$ cat src/rtl/alu_result_stage.sv
// ALU result stage: registered valid/ready output stage behind the combinational ALU.
// A head register plus a skid register keep in_ready purely register-driven, so
// out_ready never reaches back to the ALU combinationally. It also keeps a sticky
// signed-overflow status and a wrapping count of output transfers.
// Optional feature: define ALU_RES_STATS_EN to add the ovf_count port and counter.
module alu_result_stage #(
    parameter int unsigned WIDTH = 32,
    parameter int unsigned CNT_W = 16
) (
    input  logic             clk,
    input  logic             rst_n,
    input  logic             in_valid,
    output logic             in_ready,
    input  logic [WIDTH-1:0] in_y,
    input  logic [3:0]       in_op,
    input  logic             in_carry,
    input  logic             in_overflow,
    input  logic             in_zero,
    input  logic             in_negative,
    output logic             out_valid,
    input  logic             out_ready,
    output logic [WIDTH-1:0] out_y,
    output logic [3:0]       out_op,
    output logic [3:0]       out_flags,
    input  logic             clr_sticky,
    output logic             sticky_ovf,
    output logic [CNT_W-1:0] result_count
`ifdef ALU_RES_STATS_EN
    ,
    output logic [CNT_W-1:0] ovf_count
`endif
);

    localparam logic [1:0] StEmpty = 2'd0;
    localparam logic [1:0] StOne   = 2'd1;
    localparam logic [1:0] StFull  = 2'd2;

    localparam logic [CNT_W-1:0] CntOne = {{(CNT_W-1){1'b0}}, 1'b1};

    logic [1:0]       state_q, state_d;
    logic             ready_q;
    logic [WIDTH-1:0] head_y_q, skid_y_q;
    logic [3:0]       head_op_q, skid_op_q;
    logic [3:0]       head_flags_q, skid_flags_q;
    logic             sticky_q;
    logic [CNT_W-1:0] count_q;

    logic       in_xfer, out_xfer;
    logic       load_head_in, load_head_skid, load_skid;
    logic [3:0] flags_in;
    logic       is_arith;

    assign flags_in  = {in_negative, in_zero, in_carry, in_overflow};
    assign is_arith  = (in_op == 4'd0) || (in_op == 4'd1);
    assign out_valid = (state_q != StEmpty);
    assign in_xfer   = in_valid & ready_q;
    assign out_xfer  = out_valid & out_ready;

    // Occupancy FSM: decide next state and which storage register loads from where.
    always_comb begin
        state_d        = state_q;
        load_head_in   = 1'b0;
        load_head_skid = 1'b0;
        load_skid      = 1'b0;
        case (state_q)
            StEmpty: begin
                if (in_xfer) begin
                    state_d      = StOne;
                    load_head_in = 1'b1;
                end
            end
            StOne: begin
                if (in_xfer && !out_xfer) begin
                    state_d   = StFull;
                    load_skid = 1'b1;
                end else if (in_xfer && out_xfer) begin
                    load_head_in = 1'b1;
                end else if (out_xfer) begin
                    state_d = StEmpty;
                end
            end
            StFull: begin
                // in_ready is low here, so only the drain side can move
                if (out_xfer) begin
                    state_d        = StOne;
                    load_head_skid = 1'b1;
                end
            end
            default: state_d = StEmpty;
        endcase
    end

    // State and registered in_ready; ready stays low through reset until the first edge.
    always_ff @(posedge clk or negedge rst_n) begin
        if (!rst_n) begin
            state_q <= StEmpty;
            ready_q <= 1'b0;
        end else begin
            state_q <= state_d;
            ready_q <= (state_d != StFull);
        end
    end

    // Head and skid storage; skid always holds the younger entry.
    always_ff @(posedge clk or negedge rst_n) begin
        if (!rst_n) begin
            head_y_q     <= '0;
            head_op_q    <= '0;
            head_flags_q <= '0;
            skid_y_q     <= '0;
            skid_op_q    <= '0;
            skid_flags_q <= '0;
        end else begin
            if (load_head_in) begin
                head_y_q     <= in_y;
                head_op_q    <= in_op;
                head_flags_q <= flags_in;
            end else if (load_head_skid) begin
                head_y_q     <= skid_y_q;
                head_op_q    <= skid_op_q;
                head_flags_q <= skid_flags_q;
            end
            if (load_skid) begin
                skid_y_q     <= in_y;
                skid_op_q    <= in_op;
                skid_flags_q <= flags_in;
            end
        end
    end

    // Sticky overflow for ADD/SUB; a set in the same cycle as a clear wins.
    always_ff @(posedge clk or negedge rst_n) begin
        if (!rst_n) begin
            sticky_q <= 1'b0;
        end else if (in_xfer && in_overflow && is_arith) begin
            sticky_q <= 1'b1;
        end else if (clr_sticky) begin
            sticky_q <= 1'b0;
        end
    end

    // Output transfer counter, wraps naturally.
    always_ff @(posedge clk or negedge rst_n) begin
        if (!rst_n) begin
            count_q <= '0;
        end else if (out_xfer) begin
            count_q <= count_q + CntOne;
        end
    end

`ifdef ALU_RES_STATS_EN
    logic [CNT_W-1:0] ovf_cnt_q;

    // Overflow counter for any opcode; an increment alongside clr_sticky yields 1.
    always_ff @(posedge clk or negedge rst_n) begin
        if (!rst_n) begin
            ovf_cnt_q <= '0;
        end else if (in_xfer && in_overflow) begin
            ovf_cnt_q <= clr_sticky ? CntOne : ovf_cnt_q + CntOne;
        end else if (clr_sticky) begin
            ovf_cnt_q <= '0;
        end
    end

    assign ovf_count = ovf_cnt_q;
`endif

    assign in_ready     = ready_q;
    assign out_y        = head_y_q;
    assign out_op       = head_op_q;
    assign out_flags    = head_flags_q;
    assign sticky_ovf   = sticky_q;
    assign result_count = count_q;

endmodule
$ cat config.mk
export PLATFORM = sky130hd
export DESIGN_NAME = alu_result_stage
export DESIGN_NICKNAME = d
export VERILOG_FILES = /design/src/rtl/alu_result_stage.sv
export SDC_FILE = /design/constraint.sdc
export NUM_CORES = 1
export LEC_CHECK = 0
export CAP_MARGIN = 0
export CORE_ASPECT_RATIO = 1.5
export CORE_UTILIZATION = 31
export DETAILED_ROUTE_END_ITERATION = 10
export SLEW_MARGIN = 25
export SYNTH_ARGS = -nofsm -noshare
export SYNTH_HDL_FRONTEND = slang
export SYNTH_SLANG_ARGS = --single-unit
$ cat constraint.sdc
create_clock -name clk -period 3.4 [get_ports clk]
set_clock_uncertainty 0.2 [all_clocks]
set_input_delay 0.34 -clock clk [delete_from_list [all_inputs] [get_ports clk]]
set_output_delay 0.34 -clock clk [all_outputs]
set_load 0.03 [all_outputs]
* Yosys cells after proc, flatten, opt, wreduce, memory -nomap -nowiden *
Index checks and enable logic that the tools add are counted.

cells by class
  $add $sub $neg = 1
  $mul = 0
  divide/modulo/power cells = 0
  order comparisons = 0
  equal/unequal tests = 4
  shift operators = 0
  multiplexer cells = 22
  bitwise operators = 2
  reductions and logical operators = 11

operator list
  cell                                           count
  two-way mux 32 bit                             2
  adder 16 x 1 -> 16 bit, second input constant  1
  two-way mux 4 bit                              4
  two-way mux 2 bit                              5
  two-way mux 1 bit                              9
  case mux 2 bit (3 select lines)                1
  nonzero test 2 bit                             3
  == test 4 x 1 -> 1 bit, second input constant  1
  logical AND 1 bit                              4
  zero test 4 bit                                1
  AND 1 bit                                      2
  == test 2 x 1 -> 1 bit, second input constant  1
  == test 2 bit, second input constant           1
  zero test 2 bit                                1
  inequality test 2 bit, second input constant   1
  case mux 1 bit (2 select lines)                1
  zero test 1 bit                                1
  logical OR 1 bit                               1

word-level totals
  register bits after elaboration = 100
  latch bits = 0
  RAM bits = 0
  memory bits (read-only) = 0
  input port bits = 45
  output and inout bits = 59
  logic and storage cells = 50
  memories = 0

* Longest topological paths before layout *
  word-level depth = 7
  depth in mapped cells = 6
  depth with buffers taken out = 5

* Least setup slack after synthesis *
Ideal clock, no wire load.

  kind = reg2reg
  from = register ready_q, in the netlist in_ready
  to = register skid_flags_q[0]
  library setup time = 125 ps
  arrival = 1511 ps
  data required time = 3075 ps
  slack = 1563 ps
  cell stages (with the launch flop) = 7
  buffers on the path = 2
  clock period less this slack = 1837 ps
  cell sequence = dfrtp_1 nand2_1 nor2_1 and2_1 buf_6 buf_6 mux2_4

on the way
  cells in the longest elaborated chain, start to end = 4

ends and longest elaborated chain
  what                    line  RTL
  start, declared         41    logic ready_q;
  start signal, assigned  100   ready_q <= (state_d != StFull);
  AND 1 bit               56    assign in_xfer = in_valid & ready_q;
  logical AND 1 bit       73    if (in_xfer && !out_xfer) begin
  two-way mux 1 bit       73
  two-way mux 1 bit       65    case (state_q)
  end signal, assigned    126   skid_flags_q <= flags_in;
  end, declared           44    logic [3:0] head_flags_q, skid_flags_q;

Every way passes these cells.
A chain may end at the register's enable or synchronous reset.

* Final worst setup path *
  from = input out_ready
  to = register head_flags_q[0], in the netlist out_flags[0]

on the way
  cells in the longest elaborated chain, start to end = 6
  elaborated cells on any way between the ends = 11
  those cells by class = mux (6); bitwise (1); reduce/logical (4)

ends and longest elaborated chain
  what                                                     line    RTL
  start, declared                                          21      input logic out_ready,
  AND 1 bit (*)                                            57      assign out_xfer = out_valid & out_ready;
  logical AND 1 bit or zero test 1 bit (tied branches)     76, 73
  two-way mux 1 bit or logical AND 1 bit (tied branches)   76, 73
  two-way mux 1 bit                                        73
  case mux 1 bit (2 select lines)                          65
  two-way mux 4 bit or nonzero test 2 bit (tied branches)  --
  end signal, assigned                                     117     head_flags_q <= flags_in;
  end signal, assigned                                     121     head_flags_q <= skid_flags_q;
  end, declared                                            44

Every way passes the cells marked *; elsewhere a longest branch is shown, timed or not.

==> summary.txt <==
Synth
  – EDFF count, synth: 0
  – Post-synthesis xor/xnor area fraction: 0.0311
  – Netlist cell types: 31
  – Yosys warning total: 0
  – Post-synthesis mux area share: 0.138
  – Largest family of logic cells by synthesized area: compound AO/OA/AOI/OAI gates
  – Adder-cell share of the synthesized area: 0.00296
  – Synth top area share: 0.592
  – Mapped Area: about 0.0042 sq mm
  – Area contributors post-synth: dfrtp_1 59%, mux2_4 11%, a22o_1 8.3%, a21o_1 7.1%, mux2_1 2.1%
  – Post-synth top cells: 100 x dfrtp_1, 40 x a21o_1, 40 x a22o_1, 30 x mux2_4, 12 x buf_2
  – Post-synthesis simple-gate area fraction: 0.0432
  – Synthesized flop and latch total: 100
  – Top-count cell post-synth: dfrtp_1
  – Most common flop cell mapped by yosys: dfrtp_1
  – Register area share after synthesis: 0.592
  – Syn Inst Count: around 300
  – Avg Cell Area, Syn: roughly 14 sq um
  – Synth async-reset ratio: 1.00
  – Post-Syn Nets: roughly 350
  – Area leader, netlist: dfrtp_1
  – Compound-gate portion of the synthesized area: 0.162

Final layout
  – P&R area growth vs syn: 36.9%
  – Share of cells above drive strength 1: 0.157
  – Design Area, Final: ~0.0058 sq mm
  – Filler cells: 1210
  – Nets: 450
  – Layout Cells excl Fill: approximately 570
  – Inserted Diodes: 0

Routing
  – Met3 wire length: about 400 um
  – Metal-1 WL: about 4300 um
  – DR iter-0 viols: 64
  – Final ANT Viol Nets: 0
  – Uppermost layer routed: met4
  – Total wire length: ~9400 um
  – WL met2: 4660 um
  – DRC: 0
  – DR WL/cell: 16.7 um
  – Vias/cell: approximately 4.9
  – Drt first pass iters: 4
  – DR vias: about 2.8k

Placement
  – Port Buffers: ~100
  – Final Wtd Congestion: 0.667
  – Area after DPL: 0.00541 sq mm
  – Placed wire-length estimate: slightly above 6000 um
  – Post-placement cell count: 550

Floorplanning
  – Boundary Pins: roughly 100
  – Row Count: 51
  – Chip height: roughly 150 um
  – Die area: 0.0141 sq mm
  – Chip Width: between 90 and 100 um
  – Initial core utilization: 0.322
  – Core Box Area: 0.0131 sq mm

GRT
  – Largest net degree at the start of global routing: 83
  – Total GRT Usage: 0.143
  – Total grt overflow: 0
  – Vias in the first global route: roughly 3k
  – First-pass GRT wire length: 16000 um
  – Initial antenna violation count: 0

STA
  – Fin crit period: between 2 and 2.5 ns
  – Setup TNS: 0 ns
  – Max-slew headroom: 0.506
  – Hold Violations, Final: 0
  – Final slew viol count: 0
  – Setup violators final: 0
  – RSZ-0062 raised after global routing: false
  – F_max: around 0.43 GHz
  – Period utilization: 0.686
  – Slew @ Worst Pin: ~0.74 ns

Clock network
  – CTS max path bufs: 2
  – Clk root buf: clkbuf_16
  – # H-tree levels: 3
  – Total clock sinks: 100
  – Post-cts sizing count: 0
  – CTS buffer count: 9
  – CTS tree: built
  – Clock transition at path regs: 0.06 ns
  – Skew-Pair Late Insertion Delay: 0.33 ns

Run status
  – Status: completed

Worst setup path
  – Max FO, Critical Path: 22
  – Worst EP arrival: ~2.4 ns
  – Setup crit start kind: input port
  – Reg2reg setup slack: roughly 1.2 ns
  – CP Data Required Time: approximately 3.4 ns
  – Critical path class: in2reg
  – Critical path capture point type: flop

Power
  – Clk pwr share: 0.214
  – Sw frac: 0.341
  – Worst VDD drop: around 0.00034 V
  – Leakage: approximately 2.7 nW
  – Combinational fraction of design power: 0.410
  – Power Density: ~940 mW/mm^2
  – Reg power frac: 0.376
  – NetSw: ~1.8 mW
  – Internal: 3.58 mW

Hold path
  – HP Class: reg2reg

Job
  – Max_cap viols: 0
==> metal layers <==
layer | GRT usage | up-vias
met4 | 0.0485 | 0
li1 | - | 1291
met1 | 0.181 | 1428
met2 | 0.236 | 68
met5 | 0 | -
met3 | 0.0385 | 6
==> state kept, by name, indices dropped and copies added (netlist names) <==
signal and flops:
out_op 4, result_count 16, skid_flags_q 4, state_q 2, out_flags 4, skid_op_q 4, sticky_ovf 1, skid_y_q 32
in_ready 1, out_y 32
==> power by group through the flow <==
| stage | sequential [mW] | clock, mW | combinational [mW] |
|---|---|---|---|
| after floorplan | 2.52 | 0 | 0.907 |
| after global placement | 2.03 | 0 | 2.19 |
| after detailed placement | 2.06 | 0 | 2.23 |
| after CTS | 2.04 | 1.20 | 2.24 |
| after global routing | 2.12 | 1.25 | 2.38 |
| final | 2.04 | 1.16 | 2.23 |
==> through the flow <==
stage | hold WS [ns] | util | power [mW] | worst slack (ns)
6_report | 0.274 | 0.441 | 5.43 | 1.07
5_1_grt | 0.296 | 0.441 | 5.75 | 0.950
4_1_cts | 0.0133 | 0.437 | 5.48 | 1.08
3_5_place_dp | 0.265 | 0.412 | 4.29 | 0.736
3_3_place_gp | 0.258 | 0.412 | 4.22 | 0.824
2_1_floorplan | -0.156 | - | 3.43 | 1.56
==> cells in the final DEF, fill, tap and decap left out <==
master / instances
a21o_1: 40
a21oi_1: 1
a22o_1: 40
and2_2: 1
and3_1: 2
buf_16: 1
buf_4: 7
buf_6: 1
bufinv_16: 3
clkbuf_16: 9
clkbuf_8: 1
clkdlybuf4s50_1: 102
clkinv_4: 1
dfrtp_1: 100
dlygate4sd3_1: 1
ha_1: 1
inv_1: 3
mux2_1: 8
mux2_2: 3
mux2_4: 30
mux2i_1: 1
nand2_1: 8
nand2b_1: 1
nand3_1: 5
nand4_1: 1
nor2_1: 6
nor2_4: 2
nor2b_2: 1
nor3_1: 3
nor3_2: 1
nor3_4: 1
o2111ai_1: 1
o211ai_1: 1
o22ai_1: 2
or2_1: 1
or2_2: 1
or4b_2: 1
xnor2_1: 10
xor2_1: 5
==> area by class of cell <==
class                           count  area (sq um)  area share
Clock buffer                       10           239      0.0413
Tap cell                          159           199      0.0344
Clock inverter                      4          98.8      0.0171
Sequential cell                   100          2500       0.432
Multi-Input combinational cell    178          1620       0.279
Inverter                            3          11.3     0.00194
Timing Repair Buffer              112          1120       0.194
==> worst max-delay path, cell delays in order <==
cell             delay [ns]
clkdlybuf4s50_1        0.63
nor2b_2                0.11
nor3_4                 0.58
nor2_4                 0.26
buf_16                 0.23
a21o_1                 0.18
==> worst paths after layout <==
check | depth (start not counted) | startpoint | endpoint
worst min register to register | 1 | out_y[10]$_DFFE_PN0P_ | out_y[10]$_DFFE_PN0P_
worst min-delay path | 1 | out_y[10]$_DFFE_PN0P_ | out_y[10]$_DFFE_PN0P_
min in group asynchronous | 2 | rst_n | out_y[17]$_DFFE_PN0P_
worst max-delay path | 6 | out_ready | out_flags[0]$_DFFE_PN0P_
max in group asynchronous | 3 | rst_n | out_flags[2]$_DFFE_PN0P_
worst max register to register | 5 | state_q[0]$_DFF_PN0_ | out_flags[0]$_DFFE_PN0P_
==> cell families (layout without fill, tap and decap cells) <==
logic type      Yosys count  after routing
compound gates           85             85
xor+xnor                 15             15
fa+ha+maj                 1              1
buf+inv                  21            129
flops                   100            100
mux                      42             42
simple gates             35             35
==> repair_timing <==
action | in CTS | in global routing
hold buffers | 0 | 1
buffers inserted | 0 | 0
endpoints found under the hold margin | 0 | 80
(Power assumes the default switching activity.)
